--- config.mk ---
export PLATFORM = sky130hd
export DESIGN_NAME = fifo_stream_reader_flat
export DESIGN_NICKNAME = d
export VERILOG_FILES = /design/src/rtl/fifo_stream_reader_if.sv /design/src/rtl/fifo_stream_reader.sv /design/src/flat_wrapper.sv
export SDC_FILE = /design/constraint.sdc
export NUM_CORES = 1
export LEC_CHECK = 0
export ABC_AREA = 1
export ABC_CLOCK_PERIOD_IN_PS = 1300
export CAP_MARGIN = 20
export CORE_AREA = 5 5 56 58
export DETAILED_ROUTE_END_ITERATION = 10
export DIE_AREA = 0 0 61 63
export PLACE_DENSITY_LB_ADDON = 0.1
export SKIP_LAST_GASP = 1
export SLEW_MARGIN = 30
export SYNTH_ARGS = -nofsm -noshare
export SYNTH_HDL_FRONTEND = slang
export SYNTH_SLANG_ARGS = --single-unit
export TNS_END_PERCENT = 100
--- constraint.sdc ---
create_clock -name clk -period 1.3 [get_ports clk]
set_input_delay 0.195 -clock clk [delete_from_list [all_inputs] [get_ports clk]]
set_output_delay 0.195 -clock clk [all_outputs]
set_load 0.05 [all_outputs]
--- src/rtl/fifo_stream_reader_if.sv ---
// Stream-reader bus: FIFO read port on one side, registered valid/ready
// packet stream on the other. master = the reader, slave = its environment.
interface fifo_stream_reader_if #(
  parameter int DATA_WIDTH = 8
);
  logic                  fifo_empty;
  logic                  fifo_rd_en;
  logic [DATA_WIDTH-1:0] fifo_data_rd;
  logic                  clr;
  logic                  m_valid;
  logic                  m_ready;
  logic [DATA_WIDTH-1:0] m_data;
  logic                  m_last;
  logic [1:0]            level;

  modport master (
    input  fifo_empty, fifo_data_rd, clr, m_ready,
    output fifo_rd_en, m_valid, m_data, m_last, level
  );

  modport slave (
    output fifo_empty, fifo_data_rd, clr, m_ready,
    input  fifo_rd_en, m_valid, m_data, m_last, level
  );
endinterface

--- src/rtl/fifo_stream_reader.sv ---
// FIFO read-side consumer. Reads the FIFO whenever the 2-entry buffer has
// room, so the read strobe never depends on m_ready; slot0 drives the
// output stream, slot1 is the skid slot. A beat counter frames the stream
// into PKT_LEN-beat packets marked by m_last.
module fifo_stream_reader #(
  parameter int DATA_WIDTH = 8,
  parameter int PKT_LEN    = 4
) (
  input logic                 clk,
  input logic                 rst,
  fifo_stream_reader_if.master bus
);
  localparam int            CW        = (PKT_LEN > 1) ? $clog2(PKT_LEN) : 1;
  localparam logic [CW-1:0] LAST_BEAT = CW'(PKT_LEN - 1);

  logic [1:0]            level;
  logic [DATA_WIDTH-1:0] slot0, slot1;
  logic [CW-1:0]         beat_cnt;
  logic                  push, pop;

  // Read whenever there is room; rst and clr block the read combinationally.
  always_comb begin
    push = 1'b0;
    pop  = 1'b0;
    push = !bus.fifo_empty && (level != 2'd2) && !bus.clr && !rst;
    pop  = (level != 2'd0) && bus.m_ready;
  end

  assign bus.fifo_rd_en = push;
  assign bus.m_valid    = (level != 2'd0);
  assign bus.m_data     = slot0;
  assign bus.m_last     = (level != 2'd0) && (beat_cnt == LAST_BEAT);
  assign bus.level      = level;

  // Buffer slots and occupancy; clr drops the contents but a pop in that
  // cycle has already been seen downstream.
  always_ff @(posedge clk or posedge rst) begin
    if (rst) begin
      level <= 2'd0;
      slot0 <= '0;
      slot1 <= '0;
    end else if (bus.clr) begin
      level <= 2'd0;
    end else begin
      case ({push, pop})
        2'b10: begin
          if (level == 2'd0) slot0 <= bus.fifo_data_rd;
          else               slot1 <= bus.fifo_data_rd;
          level <= level + 2'd1;
        end
        2'b01: begin
          slot0 <= slot1;
          level <= level - 2'd1;
        end
        // Only reachable at level 1: the new word replaces the popped one.
        2'b11: slot0 <= bus.fifo_data_rd;
        default: ;
      endcase
    end
  end

  // Beat position within the current packet, advanced per accepted beat.
  always_ff @(posedge clk or posedge rst) begin
    if (rst)                beat_cnt <= '0;
    else if (bus.clr)       beat_cnt <= '0;
    else if (pop) begin
      if (beat_cnt == LAST_BEAT) beat_cnt <= '0;
      else                       beat_cnt <= beat_cnt + 1'b1;
    end
  end
endmodule

--- src/flat_wrapper.sv ---
// flat-port wrapper written by rule: the top's interface ports become plain ports
module fifo_stream_reader_flat 
#(
  parameter int DATA_WIDTH = 8,
  parameter int PKT_LEN    = 4
)
  (clk, rst, bus_fifo_empty, bus_fifo_data_rd, bus_clr, bus_m_ready, bus_fifo_rd_en, bus_m_valid, bus_m_data, bus_m_last, bus_level);
  fifo_stream_reader_if #(.DATA_WIDTH(DATA_WIDTH)) bus_i ();
  input logic clk;
  input logic rst;
  input wire logic [$bits(bus_i.fifo_empty)-1:0] bus_fifo_empty;
  input wire logic [$bits(bus_i.fifo_data_rd)-1:0] bus_fifo_data_rd;
  input wire logic [$bits(bus_i.clr)-1:0] bus_clr;
  input wire logic [$bits(bus_i.m_ready)-1:0] bus_m_ready;
  output wire logic [$bits(bus_i.fifo_rd_en)-1:0] bus_fifo_rd_en;
  output wire logic [$bits(bus_i.m_valid)-1:0] bus_m_valid;
  output wire logic [$bits(bus_i.m_data)-1:0] bus_m_data;
  output wire logic [$bits(bus_i.m_last)-1:0] bus_m_last;
  output wire logic [$bits(bus_i.level)-1:0] bus_level;
  assign bus_i.fifo_empty = bus_fifo_empty;
  assign bus_i.fifo_data_rd = bus_fifo_data_rd;
  assign bus_i.clr = bus_clr;
  assign bus_i.m_ready = bus_m_ready;
  assign bus_fifo_rd_en = bus_i.fifo_rd_en;
  assign bus_m_valid = bus_i.m_valid;
  assign bus_m_data = bus_i.m_data;
  assign bus_m_last = bus_i.m_last;
  assign bus_level = bus_i.level;
  fifo_stream_reader #(.DATA_WIDTH(DATA_WIDTH), .PKT_LEN(PKT_LEN)) u_core (.clk(clk), .rst(rst), .bus(bus_i));
endmodule
### Word-level counts from Yosys, hierarchy flattened

Index checks and enable logic that the tools add are counted.
Widths: inputs -> output; s select.

* register bits: 20
* output and inout bits: 13
* logic and storage cells: 37

* $add $sub $neg: 3
* eq/ne operators: 6
* muxes and demuxes: 7
* bitwise operators: 2
* reduce and logical (&&, ||, !) cells: 15

Operators with widths (count)
* $pmux 8 s3: 1
* $mux 2: 4
* $mux 8: 1
* $eq 2x2->1 const B: 3
* $reduce_and 3->1: 2
* $reduce_bool 3->1: 2
* $logic_and 1x1->1: 5
* $add 2x1->2 const B: 2
* $pmux 2 s2: 1
* $reduce_bool 2->1: 2
* $logic_not 1->1: 3
* $eq 2x1->1 const B: 1
* $logic_not 2->1: 1
* $ne 2x1->1 const B: 1
* $ne 2x2->1 const B: 1
* $not 1->1: 2
* $sub 2x1->2 const B: 1

### Depth between registers and ports, before layout

* word-level depth: 7
* gate-level depth with buffers: 9

### Worst setup path before layout

OpenSTA, ideal clock, no wires.

* path type: reg2reg
* start point: reg u_core.level[0] (netlist: u_core.bus.level[0])
* end point: reg u_core.slot0[0] (netlist: u_core.bus.m_data[0])
* library setup time: 118 ps
* arrival: 1662 ps
* required time: 1182 ps
* slack: -480 ps
* stages on the path, launching flop included: 8
* period minus slack after synthesis: 1780 ps
* cells stage by stage: dfrtp_1 > inv_2 > nand2_2 > nand2_4 > a21oi_4 > inv_2 > nand2_1 > nand2_1

* elaborated cells between the ends (all ways): 14
* classes of those cells: eq/ne: 5; mux: 1; reduce/logical: 8

RTL lines
* start: declaration: line fifo_stream_reader.sv:16 `logic [1:0] level;`
* start signal: assignment: line fifo_stream_reader.sv:49 `level <= level + 2'd1;`
* start signal: assignment: line fifo_stream_reader.sv:53 `level <= level - 2'd1;`
* $reduce_bool 2->1 *
* via bus_m_valid: line flat_wrapper.sv:16 `output wire logic [$bits(bus_i.m_valid)-1:0] bus_m_valid;`
* $logic_and 1x1->1 *: line fifo_stream_reader.sv:26 `pop = (level != 2'd0) && bus.m_ready;`
* $eq 2x2->1 or $eq 2x1->1 (tied branches): line fifo_stream_reader.sv:45 `case ({push, pop})`
* $ne 2x1->1 (no line) or $reduce_bool 3->1 (tied branches)
* $reduce_and 3->1 (no line)
* end signal: assignment: line fifo_stream_reader.sv:47 `if (level == 2'd0) slot0 <= bus.fifo_data_rd;`
* end signal: assignment: line fifo_stream_reader.sv:52 `slot0 <= slot1;`
* end signal: assignment: line fifo_stream_reader.sv:56 `2'b11: slot0 <= bus.fifo_data_rd;`
* end: declaration: line fifo_stream_reader.sv:17 `logic [DATA_WIDTH-1:0] slot0, slot1;`

Mark *: on every way through the listed nets, which the timed path passes. The rest lies on a longest branch.
A chain may end at the register's enable or synchronous reset.

### Worst setup path in the final report

* start point: reg u_core.level[0] (netlist: u_core.bus.level[0])
* end point: out bus_fifo_rd_en

* longest elaborated chain between the ends: 4

Ends and longest elaborated chain
* $ne 2x2->1: line fifo_stream_reader.sv:25 `push = !bus.fifo_empty && (level != 2'd2) && !bus.clr && !rst;`
* $logic_and 1x1->1 (3 in a row): line fifo_stream_reader.sv:25
* end: declaration: line flat_wrapper.sv:15 `output wire logic [$bits(bus_i.fifo_rd_en)-1:0] bus_fifo_rd_en;`

Every way passes these cells.

==> impl_summary.txt <==
----------------------------------------------------
[Layout]
  Most common cell after layout, fill and taps aside ... sky130_fd_sc_hd__nand2_1
  Combined area of the multi-input logic cells ... 554 um2
  Leading cell types in the layout, fill and taps excluded ... sky130_fd_sc_hd__nand2_1, sky130_fd_sc_hd__dfrtp_1, sky130_fd_sc_hd__buf_4
  Total inserted antenna cells ... 0
  Proportion of layout cells with a drive suffix above 1 ... 41.8%
  Area added between synthesis and finish ... 74.5%
  Final Util ... 71.1%
  Sequential cell area in the final layout ... 503 um2
  Number of nets in the layout ... 197
  Number of fillers in the final layout ... 210

[Synth]
  Post-synthesis cell area ... 0.00107 mm2
  Number of warning messages in the yosys log ... 0
  Number of nets produced by synthesis ... 144
  Syn Area/Cell ... 8.20 um2
  Seq/Total Area, Yosys ... 46.9%
  Cell variety after synth ... 20
  Post-synthesis cell count ... 130
  Seq cells post-synth ... 20

[Critical path]
  Reg-to-Reg End ... u_core.bus.m_data[3]$_DFFE_PP0P_
  Required time at the endpoint of the critical path ... 1110 ps
  Startpoint type of the worst setup path ... register
  WS Path Type ... reg2out
  Category of the worst setup path capture point ... primary output
  R2R Setup Slk ... -150 ps
  CP max FO ... 3
  Cell depth of the worst flop-to-flop path ... 7
  Reg-to-reg startpoint ... u_core.bus.level[1]$_DFFE_PP0P_
  Data arrival time of the worst path ... 1280 ps

[STA]
  Clock skew after layout ... 1.53 ps
  Number of endpoints failing setup at the final stage ... 21
  Worst max-slew margin expressed relative to the limit ... 79.8%
  Final worst hold slack ... 250 ps
  Final clock period utilization by the worst path ... 114%
  Maximum clock frequency ... 676 MHz
  Hold Fails Final Rpt ... 0
  Setup repair after global routing missed its margin ... yes
  Tightest Pin Transition ... 303 ps
  Minimum clock period ... 1480 ps
  Max-slew violations ... 0
  Worst-case setup margin in the final layout ... -180 ps

[Drt]
  M1 WL ... 1.17 mm
  Starting DRT DRC Count ... 45
  Number of vias in the routed layout ... 1025
  Wire length per cell ... 13.9 um
  Metal2 WL ... 1.58 mm
  First-pass detailed-route iteration total ... 4
  Vias per std cell ... 4.81
  Top layer reached by signal wires ... met4
  Sum of met3 wire segment lengths after detailed routing ... 99 um
  Final routed DRC violation total ... 0
  Final antenna-violating net count ... 0
  Routed wire length ... 2.96 mm

[Die]
  Die span in y ... 63 um
  Die area ... 0.00384 mm2
  Core region area ... 0.00262 mm2
  IO Pins ... 26
  Die Span X ... 61 um
  Std cell rows ... 19
  Initial standard-cell utilization of the core ... 40.8%

[Power]
  Net switching fraction of the power ... 39.2%
  Cell area power density ... 1490 mW/mm2
  Leakage power summed over all cells ... 0.904 nW
  Sequential power share ... 35.1%
  Share of total power in the clock network ... 12.8%
  Switching Power ... 1.09 mW
  Logic pwr share ... 52.2%
  Total power ... 2.78 mW
  Internal Dissipation ... 1.69 mW
  Worst VDD drop ... 1.90 mV

[GRT]
  Antenna violations before repair ... 0
  First-pass GRT wire length ... 4.73 mm
  Residual overflow from global routing ... 0
  Total routing resource utilization after global routing ... 16.4%
  Vias in the first global route ... 1083
  Maximum number of pins on one net before global-route repair ... 21

[Worst hold path]
  Path type of the worst min-delay path ... in2async

[Clock tree]
  CTS Sinks ... 20
  Clock tree from TritonCTS ... yes
  Largest buffer count on any clock path ... 2
  TritonCTS buffer count ... 3
  CTS clk-pin slew, worst paths ... 110 ps
  Clk Latency, worst-skew pair ... 300 ps
  Htree depth ... 1
  Hold buffers post-CTS ... 0
  Library cell used as clock root buffer ... sky130_fd_sc_hd__clkbuf_4

[Flow run]
  Max-Cap Viols ... 0

[Place]
  RD Place Congestion ... 0.841
  Sum of net half-perimeters after detailed placement ... 2.01 mm
  Total of buffers placed on input and output ports ... 25

[Outcome]
  Violated checks ... setup timing
  Result of the run ... complete, but fails checks

----------------------------------------------------
final cells by class:
type | instances | area share, %
sequential | 20 | 27.0
multi-input combinational | 90 | 29.8
timing repair buffer | 51 | 34.9
clock buffer | 4 | 1.95
tap | 31 | 2.08
inverter | 17 | 4.24
worst max-delay path by stage:
| stage | from | to | slack [ps] | cells after the start |
|---|---|---|---|---|
| 2_1_floorplan | u_core.bus.level[0]$_DFFE_PP0P_ | u_core.slot1[0]$_DFFE_PP0P_ | -230 | 7 |
| 6_report | u_core.bus.level[0]$_DFFE_PP0P_ | bus_fifo_rd_en | -180 | 6 |
| 3_5_place_dp | bus_clr | u_core.slot1[1]$_DFFE_PP0P_ | -340 | 7 |
| 5_1_grt | u_core.bus.level[0]$_DFFE_PP0P_ | bus_fifo_rd_en | -260 | 6 |
| 4_1_cts | u_core.bus.level[0]$_DFFE_PP0P_ | bus_fifo_rd_en | -160 | 6 |
| 3_3_place_gp | rst | u_core.bus.m_data[6]$_DFFE_PP0P_ | -330 | 8 |
metal layers:
| layer | vias up | GRT usage (%) |
|---|---|---|
| met3 | 10 | 2.69 |
| met5 | - | 0 |
| li1 | 514 | - |
| met4 | 0 | 7.32 |
| met2 | 26 | 29.1 |
| met1 | 475 | 18.2 |
kinds of logic (layout without fill, tap and decap cells):
logic type / Yosys count / after routing / synth area share [%]
buf+inv: 20 / 72 / 9.15
simple gates: 69 / 69 / 30.9
flops: 20 / 20 / 46.9
compound gates: 19 / 19 / 11.0
xor+xnor: 1 / 1 / 0.822
fa+ha+maj: 1 / 1 / 1.17
power groups by stage:
stage,Combinational (mW),Sequential (mW),Clock (mW)
2_1_floorplan,0.347,1.28,0
3_3_place_gp,1.33,0.981,0
3_5_place_dp,1.34,0.986,0
4_1_cts,1.38,0.974,0.371
5_1_grt,1.54,1.01,0.404
6_report,1.45,0.975,0.355
synthesized netlist by cell type, drive strengths merged:
cell | instances | area share, %
nor2 | 6 | 2.8
dfrtp | 20 | 47
nand4 | 4 | 2.3
ha | 1 | 1.2
nand2 | 56 | 22
inv | 17 | 6.0
nand3 | 2 | 2.1
a21oi | 3 | 2.8
nor3 | 1 | 1.5
o21ai | 16 | 8.2
xor2 | 1 | 0.82
buf | 3 | 3.2
timing repair:
action / CTS / global route
pin swaps: 3 / 7
cloned: 0 / 3
buffers inserted: 6 / 1
endpoints found under the setup margin: 16 / 23
resized for setup: 13 / 21
stage by stage:
step	setup slack [ps]	TNS, ps	instances	instance area [um2]
after floorplan	-232	-3350	130	1110
after global placement	-328	-5550	199	1610
after detailed placement	-337	-5840	199	1610
after CTS	-164	-2030	209	1730
after global routing	-256	-4400	213	1860
final	-180	-2740	213	1860
flip-flops by register name, summed over array words and instances, names as in the netlist:
name / count
u_core.bus.level: 2
u_core.slot1: 8
u_core.beat_cnt: 2
u_core.bus.m_data: 8
critical path, stage by stage (launching register included):
cell                         delay (ps)
sky130_fd_sc_hd__dfrtp_2            460
sky130_fd_sc_hd__inv_4               80
sky130_fd_sc_hd__nand2_4             50
sky130_fd_sc_hd__nand3_4             70
sky130_fd_sc_hd__buf_6              110
sky130_fd_sc_hd__clkinvlp_4          70
sky130_fd_sc_hd__buf_8              150
Power figures use the tool's default switching activity.
